File: src/rtl/mem_arbiter_pkg.sv
// Shared widths and arbiter state encoding for the memory-port arbiter slice.
package mem_arbiter_pkg;
  localparam int MEM_AW = 32;
  localparam int MEM_DW = 32;

  typedef enum logic [1:0] {
    ARB_IDLE    = 2'd0,
    ARB_GRANT_I = 2'd1,
    ARB_GRANT_D = 2'd2
  } arb_state_t;
endpackage

File: src/rtl/mem_arbiter_if.sv
// Bundles the I-cache, D-cache and memory sides of the shared memory port.
interface mem_arbiter_if
  import mem_arbiter_pkg::*;
();
  logic [MEM_AW-1:0] i_mem_addr;
  logic              i_mem_read;
  logic [MEM_DW-1:0] i_mem_rdata;
  logic              i_mem_ready;
  logic [MEM_AW-1:0] d_mem_addr;
  logic              d_mem_read;
  logic              d_mem_write;
  logic [MEM_DW-1:0] d_mem_wdata;
  logic [MEM_DW-1:0] d_mem_rdata;
  logic              d_mem_ready;
  logic [MEM_AW-1:0] mem_addr;
  logic              mem_read;
  logic              mem_write;
  logic [MEM_DW-1:0] mem_wdata;
  logic [MEM_DW-1:0] mem_rdata;
  logic              mem_ready;

  // Arbiter view.
  modport slave (
    input  i_mem_addr, i_mem_read, d_mem_addr, d_mem_read, d_mem_write, d_mem_wdata,
           mem_rdata, mem_ready,
    output i_mem_rdata, i_mem_ready, d_mem_rdata, d_mem_ready,
           mem_addr, mem_read, mem_write, mem_wdata
  );

  // Caches-plus-memory view.
  modport master (
    output i_mem_addr, i_mem_read, d_mem_addr, d_mem_read, d_mem_write, d_mem_wdata,
           mem_rdata, mem_ready,
    input  i_mem_rdata, i_mem_ready, d_mem_rdata, d_mem_ready,
           mem_addr, mem_read, mem_write, mem_wdata
  );
endinterface

File: src/rtl/mem_arbiter_sat_counter.sv
// Saturating up-counter: increments on inc, holds once it reaches all-ones.
module sat_counter #(
  parameter int W = 32
) (
  input  logic         clk,
  input  logic         proc_reset,
  input  logic         inc,
  output logic [W-1:0] cnt
);
  logic [W-1:0] cnt_reg;

  always_ff @(posedge clk) begin
    if (proc_reset) begin
      cnt_reg <= '0;
    end else if (inc && (cnt_reg != '1)) begin
      cnt_reg <= cnt_reg + {{(W-1){1'b0}}, 1'b1};
    end
  end

  assign cnt = cnt_reg;
endmodule

File: src/rtl/mem_arbiter.sv
// Round-robin arbiter sharing one memory port between I-cache and D-cache,
// with per-port saturating completion counters and a sticky D-port protocol flag.
module mem_arbiter
  import mem_arbiter_pkg::*;
#(
  parameter int CNT_W = 32
) (
  input  logic             clk,
  input  logic             proc_reset,
  mem_arbiter_if.slave     bus,
  output logic [CNT_W-1:0] i_txn_cnt,
  output logic [CNT_W-1:0] d_txn_cnt,
  output logic             proto_err
);
  arb_state_t        state_reg, state_next;
  logic              last_grant_reg, last_grant_next;
  logic              proto_err_reg;
  logic              req_i, req_d;
  logic [MEM_AW-1:0] mem_addr_next;
  logic [MEM_DW-1:0] mem_wdata_next;
  logic              mem_read_next, mem_write_next;
  logic              i_ready_next, d_ready_next;
  logic [1:0]        txn_inc;
  logic [CNT_W-1:0]  txn_cnt [2];

  assign req_i = bus.i_mem_read;
  assign req_d = bus.d_mem_read | bus.d_mem_write;

  always_ff @(posedge clk) begin
    if (proc_reset) begin
      state_reg      <= ARB_IDLE;
      last_grant_reg <= 1'b0;
      proto_err_reg  <= 1'b0;
    end else begin
      state_reg      <= state_next;
      last_grant_reg <= last_grant_next;
      proto_err_reg  <= proto_err_reg | (bus.d_mem_read & bus.d_mem_write);
    end
  end

  always_comb begin
    state_next      = state_reg;
    last_grant_next = last_grant_reg;
    mem_addr_next   = '0;
    mem_wdata_next  = '0;
    mem_read_next   = 1'b0;
    mem_write_next  = 1'b0;
    i_ready_next    = 1'b0;
    d_ready_next    = 1'b0;
    case (state_reg)
      ARB_IDLE: begin
        // On contention the port that did not win last time goes next.
        if (req_i && (!req_d || last_grant_reg)) begin
          state_next      = ARB_GRANT_I;
          last_grant_next = 1'b0;
        end else if (req_d) begin
          state_next      = ARB_GRANT_D;
          last_grant_next = 1'b1;
        end
      end
      ARB_GRANT_I: begin
        mem_addr_next = bus.i_mem_addr;
        mem_read_next = bus.i_mem_read;
        if (bus.mem_ready) begin
          i_ready_next = 1'b1;
          state_next   = ARB_IDLE;
        end else if (!req_i) begin
          state_next = ARB_IDLE;
        end
      end
      ARB_GRANT_D: begin
        // A simultaneous read+write from the D-cache is serviced as a write.
        mem_addr_next  = bus.d_mem_addr;
        mem_wdata_next = bus.d_mem_wdata;
        mem_write_next = bus.d_mem_write;
        mem_read_next  = bus.d_mem_read & ~bus.d_mem_write;
        if (bus.mem_ready) begin
          d_ready_next = 1'b1;
          state_next   = ARB_IDLE;
        end else if (!req_d) begin
          state_next = ARB_IDLE;
        end
      end
      default: state_next = ARB_IDLE;
    endcase
  end

  assign bus.mem_addr    = mem_addr_next;
  assign bus.mem_wdata   = mem_wdata_next;
  assign bus.mem_read    = mem_read_next;
  assign bus.mem_write   = mem_write_next;
  assign bus.i_mem_ready = i_ready_next;
  assign bus.d_mem_ready = d_ready_next;
  assign bus.i_mem_rdata = bus.mem_rdata;
  assign bus.d_mem_rdata = bus.mem_rdata;
  assign proto_err       = proto_err_reg;

  assign txn_inc = {d_ready_next, i_ready_next};

  genvar gi;
  for (gi = 0; gi < 2; gi++) begin : g_txn_cnt
    sat_counter #(.W(CNT_W)) u_cnt (
      .clk        (clk),
      .proc_reset (proc_reset),
      .inc        (txn_inc[gi]),
      .cnt        (txn_cnt[gi])
    );
  end

  assign i_txn_cnt = txn_cnt[0];
  assign d_txn_cnt = txn_cnt[1];
endmodule

File: src/flat_wrapper.sv
// flat-port wrapper written by rule: the top's interface ports become plain ports
module mem_arbiter_flat import mem_arbiter_pkg::*;
#(
  parameter int CNT_W = 32
)
  (clk, proc_reset, i_txn_cnt, d_txn_cnt, proto_err, bus_i_mem_addr, bus_i_mem_read, bus_d_mem_addr, bus_d_mem_read, bus_d_mem_write, bus_d_mem_wdata, bus_mem_rdata, bus_mem_ready, bus_i_mem_rdata, bus_i_mem_ready, bus_d_mem_rdata, bus_d_mem_ready, bus_mem_addr, bus_mem_read, bus_mem_write, bus_mem_wdata);
  mem_arbiter_if bus_i ();
  input  logic clk;
  input  logic proc_reset;
  output logic [CNT_W-1:0] i_txn_cnt;
  output logic [CNT_W-1:0] d_txn_cnt;
  output logic proto_err;
  input wire logic [$bits(bus_i.i_mem_addr)-1:0] bus_i_mem_addr;
  input wire logic [$bits(bus_i.i_mem_read)-1:0] bus_i_mem_read;
  input wire logic [$bits(bus_i.d_mem_addr)-1:0] bus_d_mem_addr;
  input wire logic [$bits(bus_i.d_mem_read)-1:0] bus_d_mem_read;
  input wire logic [$bits(bus_i.d_mem_write)-1:0] bus_d_mem_write;
  input wire logic [$bits(bus_i.d_mem_wdata)-1:0] bus_d_mem_wdata;
  input wire logic [$bits(bus_i.mem_rdata)-1:0] bus_mem_rdata;
  input wire logic [$bits(bus_i.mem_ready)-1:0] bus_mem_ready;
  output wire logic [$bits(bus_i.i_mem_rdata)-1:0] bus_i_mem_rdata;
  output wire logic [$bits(bus_i.i_mem_ready)-1:0] bus_i_mem_ready;
  output wire logic [$bits(bus_i.d_mem_rdata)-1:0] bus_d_mem_rdata;
  output wire logic [$bits(bus_i.d_mem_ready)-1:0] bus_d_mem_ready;
  output wire logic [$bits(bus_i.mem_addr)-1:0] bus_mem_addr;
  output wire logic [$bits(bus_i.mem_read)-1:0] bus_mem_read;
  output wire logic [$bits(bus_i.mem_write)-1:0] bus_mem_write;
  output wire logic [$bits(bus_i.mem_wdata)-1:0] bus_mem_wdata;
  assign bus_i.i_mem_addr = bus_i_mem_addr;
  assign bus_i.i_mem_read = bus_i_mem_read;
  assign bus_i.d_mem_addr = bus_d_mem_addr;
  assign bus_i.d_mem_read = bus_d_mem_read;
  assign bus_i.d_mem_write = bus_d_mem_write;
  assign bus_i.d_mem_wdata = bus_d_mem_wdata;
  assign bus_i.mem_rdata = bus_mem_rdata;
  assign bus_i.mem_ready = bus_mem_ready;
  assign bus_i_mem_rdata = bus_i.i_mem_rdata;
  assign bus_i_mem_ready = bus_i.i_mem_ready;
  assign bus_d_mem_rdata = bus_i.d_mem_rdata;
  assign bus_d_mem_ready = bus_i.d_mem_ready;
  assign bus_mem_addr = bus_i.mem_addr;
  assign bus_mem_read = bus_i.mem_read;
  assign bus_mem_write = bus_i.mem_write;
  assign bus_mem_wdata = bus_i.mem_wdata;
  mem_arbiter #(.CNT_W(CNT_W)) u_core (.clk(clk), .proc_reset(proc_reset), .bus(bus_i), .i_txn_cnt(i_txn_cnt), .d_txn_cnt(d_txn_cnt), .proto_err(proto_err));
endmodule
File: config.mk
export PLATFORM = sky130hd
export DESIGN_NAME = mem_arbiter_flat
export DESIGN_NICKNAME = d
export VERILOG_FILES = /design/src/rtl/mem_arbiter_pkg.sv /design/src/rtl/mem_arbiter_if.sv /design/src/rtl/mem_arbiter_sat_counter.sv /design/src/rtl/mem_arbiter.sv /design/src/flat_wrapper.sv
export SDC_FILE = /design/constraint.sdc
export NUM_CORES = 1
export LEC_CHECK = 0
export CAP_MARGIN = 5
export CORE_AREA = 2 2 129 131
export CTS_BUF_LIST = sky130_fd_sc_hd__clkbuf_4 sky130_fd_sc_hd__clkbuf_8
export DETAILED_ROUTE_END_ITERATION = 6
export DIE_AREA = 0 0 131 133
export PLACE_DENSITY = 0.75
export SLEW_MARGIN = 20
export SYNTH_ARGS = -nofsm -noshare
export SYNTH_HDL_FRONTEND = slang
export SYNTH_SLANG_ARGS = --single-unit
File: constraint.sdc
create_clock -name clk -period 5.96 [get_ports clk]
set_clock_uncertainty 0.2 [all_clocks]
set_input_delay 1.192 -clock clk [delete_from_list [all_inputs] [get_ports clk]]
set_output_delay 1.192 -clock clk [all_outputs]
set_load 0.02 [all_outputs]
* Word-level counts from Yosys, hierarchy flattened
Cells that the tools add are included.
** Word-level totals
- Logic and storage cells :: 44
- Output and inout port bits :: 197
- Input bits :: 134
- Register bits after elaboration :: 68
** Cells by class
- Reduce and logical (&&, ||, !) cells :: 9
- Equal/unequal tests :: 7
- Bitwise gates (word level) :: 5
- Mux-type cells :: 16
- $add $sub $neg :: 2
** Operator list (count)
- 32-bit by 1-bit adder with 32-bit output (second input constant) :: 2
- 32-bit inequality test (second input constant) :: 2
- 32-bit one-hot mux with 2 select lines :: 1
- 32-bit 2-to-1 mux :: 1
- 2-bit 2-to-1 mux :: 6
- 1-bit 2-to-1 mux :: 6
- 3-bit inequality test (second input constant) :: 2
- 2-bit one-hot mux with 3 select lines :: 1
- 1-bit logical AND :: 3
- 3-bit by 1-bit inequality test with 1-bit output (second input constant) :: 1
- 3-bit AND reduction :: 1
- 1-bit AND :: 2
- 2-bit by 1-bit equality test with 1-bit output (second input constant) :: 1
- 2-bit equality test (second input constant) :: 1
- 2-bit zero test :: 1
- 1-bit OR :: 2
- 1-bit one-hot mux with 2 select lines :: 1
- 2-bit AND reduction :: 1
- 2-bit nonzero test :: 1
- 1-bit zero test :: 1
- 1-bit logical OR :: 1
- 1-bit inverter :: 1

* Logic depth before layout (Yosys ltp)
- Word-level depth :: 6
- Mapped depth :: 9
- Depth with buffers taken out :: 8

* Modules after synthesis
Synthesis repeated with hierarchy kept, for this count alone.
** Unflattened totals
- Cell total of the unflattened synthesis :: 606
- Area total of the unflattened synthesis :: 4819.6 um^2
** Modules (own cells, without submodules)
- sat_counter :: sequential area each 640.6 um^2, instances 2, area an instance 1674.1 um^2, cells an instance 199
- mem_arbiter :: sequential area each 80.1 um^2, instances 1, area an instance 1471.4 um^2, cells an instance 208

* Worst setup path before layout
No wires, ideal clock.
- Kind :: register -> output
- Start point :: reg u_core.state_reg[0]
- End point :: out bus_mem_read
- Required time :: 4.568 ns
- Stages on the path, launching flop included :: 8
- Path slack :: 2.721 ns
- Path buffers :: 3
- Data arrival time :: 1.847 ns
- Cell sequence :: dfxtp_1 > inv_1 > ha_1 > clkbuf_1 > clkbuf_1 > clkbuf_1 > nand3b_1 > a21boi_0
** Between the ends
- Longest elaborated chain between the ends :: 2
- Elaborated cells on any way between the ends :: 3
- Classes of those cells :: eq/ne (2); mux (1)
** Ends and longest elaborated chain
- from (decl) :: line mem_arbiter.sv:15 : arb_state_t state_reg, state_next;
- from (signal assigned) :: line mem_arbiter.sv:35 : state_reg <= state_next;
- 2-bit equality test / 2-bit by 1-bit equality test with 1-bit output (equally long branches) :: line mem_arbiter.sv:50 : case (state_reg)
- 1-bit one-hot mux with 2 select lines (*) :: line mem_arbiter.sv:50
- to (decl) :: line flat_wrapper.sv:26 : output wire logic [$bits(bus_i.mem_read)-1:0] bus_mem_read;
Mark *: on every way between the ends. The rest lies on a longest branch, timed or not.

* Final worst setup path
- Start point :: in bus_mem_ready
- End point :: out bus_d_mem_ready
** Between the ends
- Longest elaborated chain between the ends :: 2
** Ends and longest elaborated chain
- from (decl) :: line flat_wrapper.sv:20 : input wire logic [$bits(bus_i.mem_ready)-1:0] bus_mem_ready;
- 1-bit 2-to-1 mux :: line mem_arbiter.sv:77 : if (bus.mem_ready) begin
- 1-bit 2-to-1 mux :: line mem_arbiter.sv:50
- to (decl) :: line flat_wrapper.sv:24 : output wire logic [$bits(bus_i.d_mem_ready)-1:0] bus_d_mem_ready;
No other way between the ends.

==> flow_metrics.tcl <==
set metrics [dict create \
    cts_resized 0 \
    drv_cap 0 \
    yosysTopAreaCellShare_pct 28.8 \
    swShare_pct 30.8 \
    cts_max_path_buffers 2 \
    dieArea_sq_mm 0.0174 \
    worstMarginPinSlew_ns 0.928 \
    holdWs_ns 0.294 \
    finish.net_count 903 \
    synth_commonest_cells "dfxtp_1, buf_4, a21oi_1" \
    grtUsageTotal_pct 20.1 \
    synth_enable_flop_cells 0 \
    cts_buffers 9 \
    rsz0062_at_grt "no" \
    via_per_inst 5.19 \
    slew_headroom_pct 37.9 \
    min_period_over_period_pct 76.1 \
    stdcell_area_sq_mm 0.00695 \
    reg2reg_from "u_core.state_reg[0]" \
    drt-initial-drc-count 342 \
    synth_top_area_cell "dfxtp_1" \
    ys.flop_type "dfxtp_1" \
    setup_viol 0 \
    dr.pass1.iters 5 \
    place_area_sq_mm 0.00675 \
    die_w_um 131 \
    p_int_uw 830 \
    largest_reg_flops 64 \
    antenna_found_initial 0 \
    reg2reg_slack_ns 2.84 \
    combPwrFrac_pct 29.0 \
    slew_violations 0 \
    setup-tns-final_ns 0 \
    cts_root_buf "clkbuf_8" \
    start_util_pct 29.2 \
    fmax_ghz 0.221 \
    ys_warn_count 0 \
    cp_data_required_time_ns 4.57 \
    avgSynthCellArea_sq_um 7.73 \
    synth_cells 611 \
    drc 0 \
    grt_pass1_wl_um 26700 \
    gp_congestion 0.845 \
    core_sq_mm 0.0162 \
    reg2reg_depth 8 \
    rows 47 \
    p_switching_uw 370 \
    vias 5131 \
    status "finished, final reports clean" \
    clock_sinks 68 \
    synthTopCellsByArea "dfxtp_1, buf_4, nor2b_1" \
    critical_path_class "input port to primary output" \
    total_power_mw 1.20 \
    grt_pass1_vias 4673 \
    crit_fanout 15 \
    ys_types 45 \
    p_leak_nw 2.16 \
    post_cts_buffers 0 \
    io_buffers 234 \
    cts_hold_buf 0 \
    synthToLayoutAreaGrowth_pct 47.1 \
    worstSetupEndpointType "primary output" \
    h-tree-depth 3 \
    final_core_util_pct 43.0 \
    dp_hpwl_um 14400 \
    clk_pin_slew_ns 0.08 \
    clk_latency_ns 0.36 \
    hold_viol_final 0 \
    p_clk_share_pct 32.4 \
    wl_um 17800 \
    cts_tree "built" \
    yosysSeqAreaShare_pct 28.8 \
    cp-endpoint "bus_d_mem_ready" \
    max-vdd-ir-drop_uv 85.1 \
    drtAntennaViolNets 0 \
    drive_gt1_share_pct 4.94 \
    r2r-end "u_core.g_txn_cnt[1].u_cnt.cnt[30]" \
    crit_path_start "bus_mem_ready" \
    diodes 0 \
    start_kind "input port" \
    die_h_um 133 \
    arrival_ns 3.14 \
    grt_max_degree 45 \
    ios 331 \
    whs_path_depth 1 \
    cellPowerDensity_mw_per_mm2 173 \
    pwr-share-seq_pct 38.6 \
    synthMostInstantiatedCell "dfxtp_1" \
    synth_nets 750 \
    netlist_area_sq_mm 0.00472 \
    fin_crit_ns 4.53 \
    gr-total-overflow 0 \
    synthArstFlopShare_pct 0 \
    ys_ff_latch 68 \
    routedWlPerCell_um 18.0 \
    worstHoldPathType "register to register" \
]
[cell families (layout without fill, tap and decap cells)]
logic type               after synthesis  count (layout)  share of synthesized area [%]
adder cells (fa/ha/maj)                5               5                           1.32
XOR/XNOR                               6               6                           1.11
buffers and inverters                109             267                           14.2
flip-flops                            68              68                           28.8
multiplexers                          11              11                           2.62
AO/OA/AOI/OAI                        142             142                           18.3
AND/OR/NAND/NOR                      270             270                           33.6
[metal layers]
layer	vias up	part of all wire [%]	GRT usage, %
met4	0	1.6	4.67
met2	258	53	36.9
li1	2474	-	-
met1	2381	37	22.7
met3	18	8.6	5.74
met5	-	0	0
[layout by cell type, fill, tap and decap left out, types with 16 or more instances in the layout]
master,synthesis,final
nand2_1,28,28
or4_1,16,16
o21ai_0,33,33
nor2b_1,42,42
clkdlybuf4s50_1,0,233
nand3_1,22,22
a22oi_1,32,32
or3_1,32,32
and2_1,36,36
nor2_1,27,27
nand4_1,29,29
dfxtp_1,68,68
a21oi_1,52,52
[power groups by stage]
stage          logic [mW]  registers [mW]  clock network [mW]
3_3_place_gp        0.349           0.474                   0
5_1_grt             0.369           0.464               0.412
4_1_cts             0.350           0.463               0.397
3_5_place_dp        0.350           0.474                   0
2_1_floorplan       0.224           0.474                   0
6_report            0.348           0.463               0.389
[per-stage QoR]
step,instances,setup slack [ns]
detailed placement,973,1.46
floorplan,611,2.72
CTS,989,1.45
global placement,973,1.47
global route,989,1.34
finish,989,1.43
[critical path, stage by stage]
cell	delay, ns
clkdlybuf4s50_1	0.62
nand2_2	0.18
inv_1	0.44
clkdlybuf4s50_1	0.70
[worst min path at each step]
| stage | start | to |
|---|---|---|
| 5_1_grt | u_core.last_grant_reg | u_core.last_grant_reg |
| 6_report | u_core.last_grant_reg | u_core.last_grant_reg |
| 4_1_cts | u_core.last_grant_reg | u_core.last_grant_reg |
| 3_5_place_dp | u_core.last_grant_reg | u_core.last_grant_reg |
| 2_1_floorplan | u_core.last_grant_reg | u_core.last_grant_reg |
| 3_3_place_gp | u_core.last_grant_reg | u_core.last_grant_reg |
[cell type report]
type	instances	area (sq um)
fill	1635	9220
clock buffer	10	131
sequential	68	1360
clock inverter	6	65.1
multi-input combinational	434	2690
inverter	11	41.3
tap	220	275
timing repair buffer	240	2380
No activity file was read; power rests on OpenSTA's default activity.
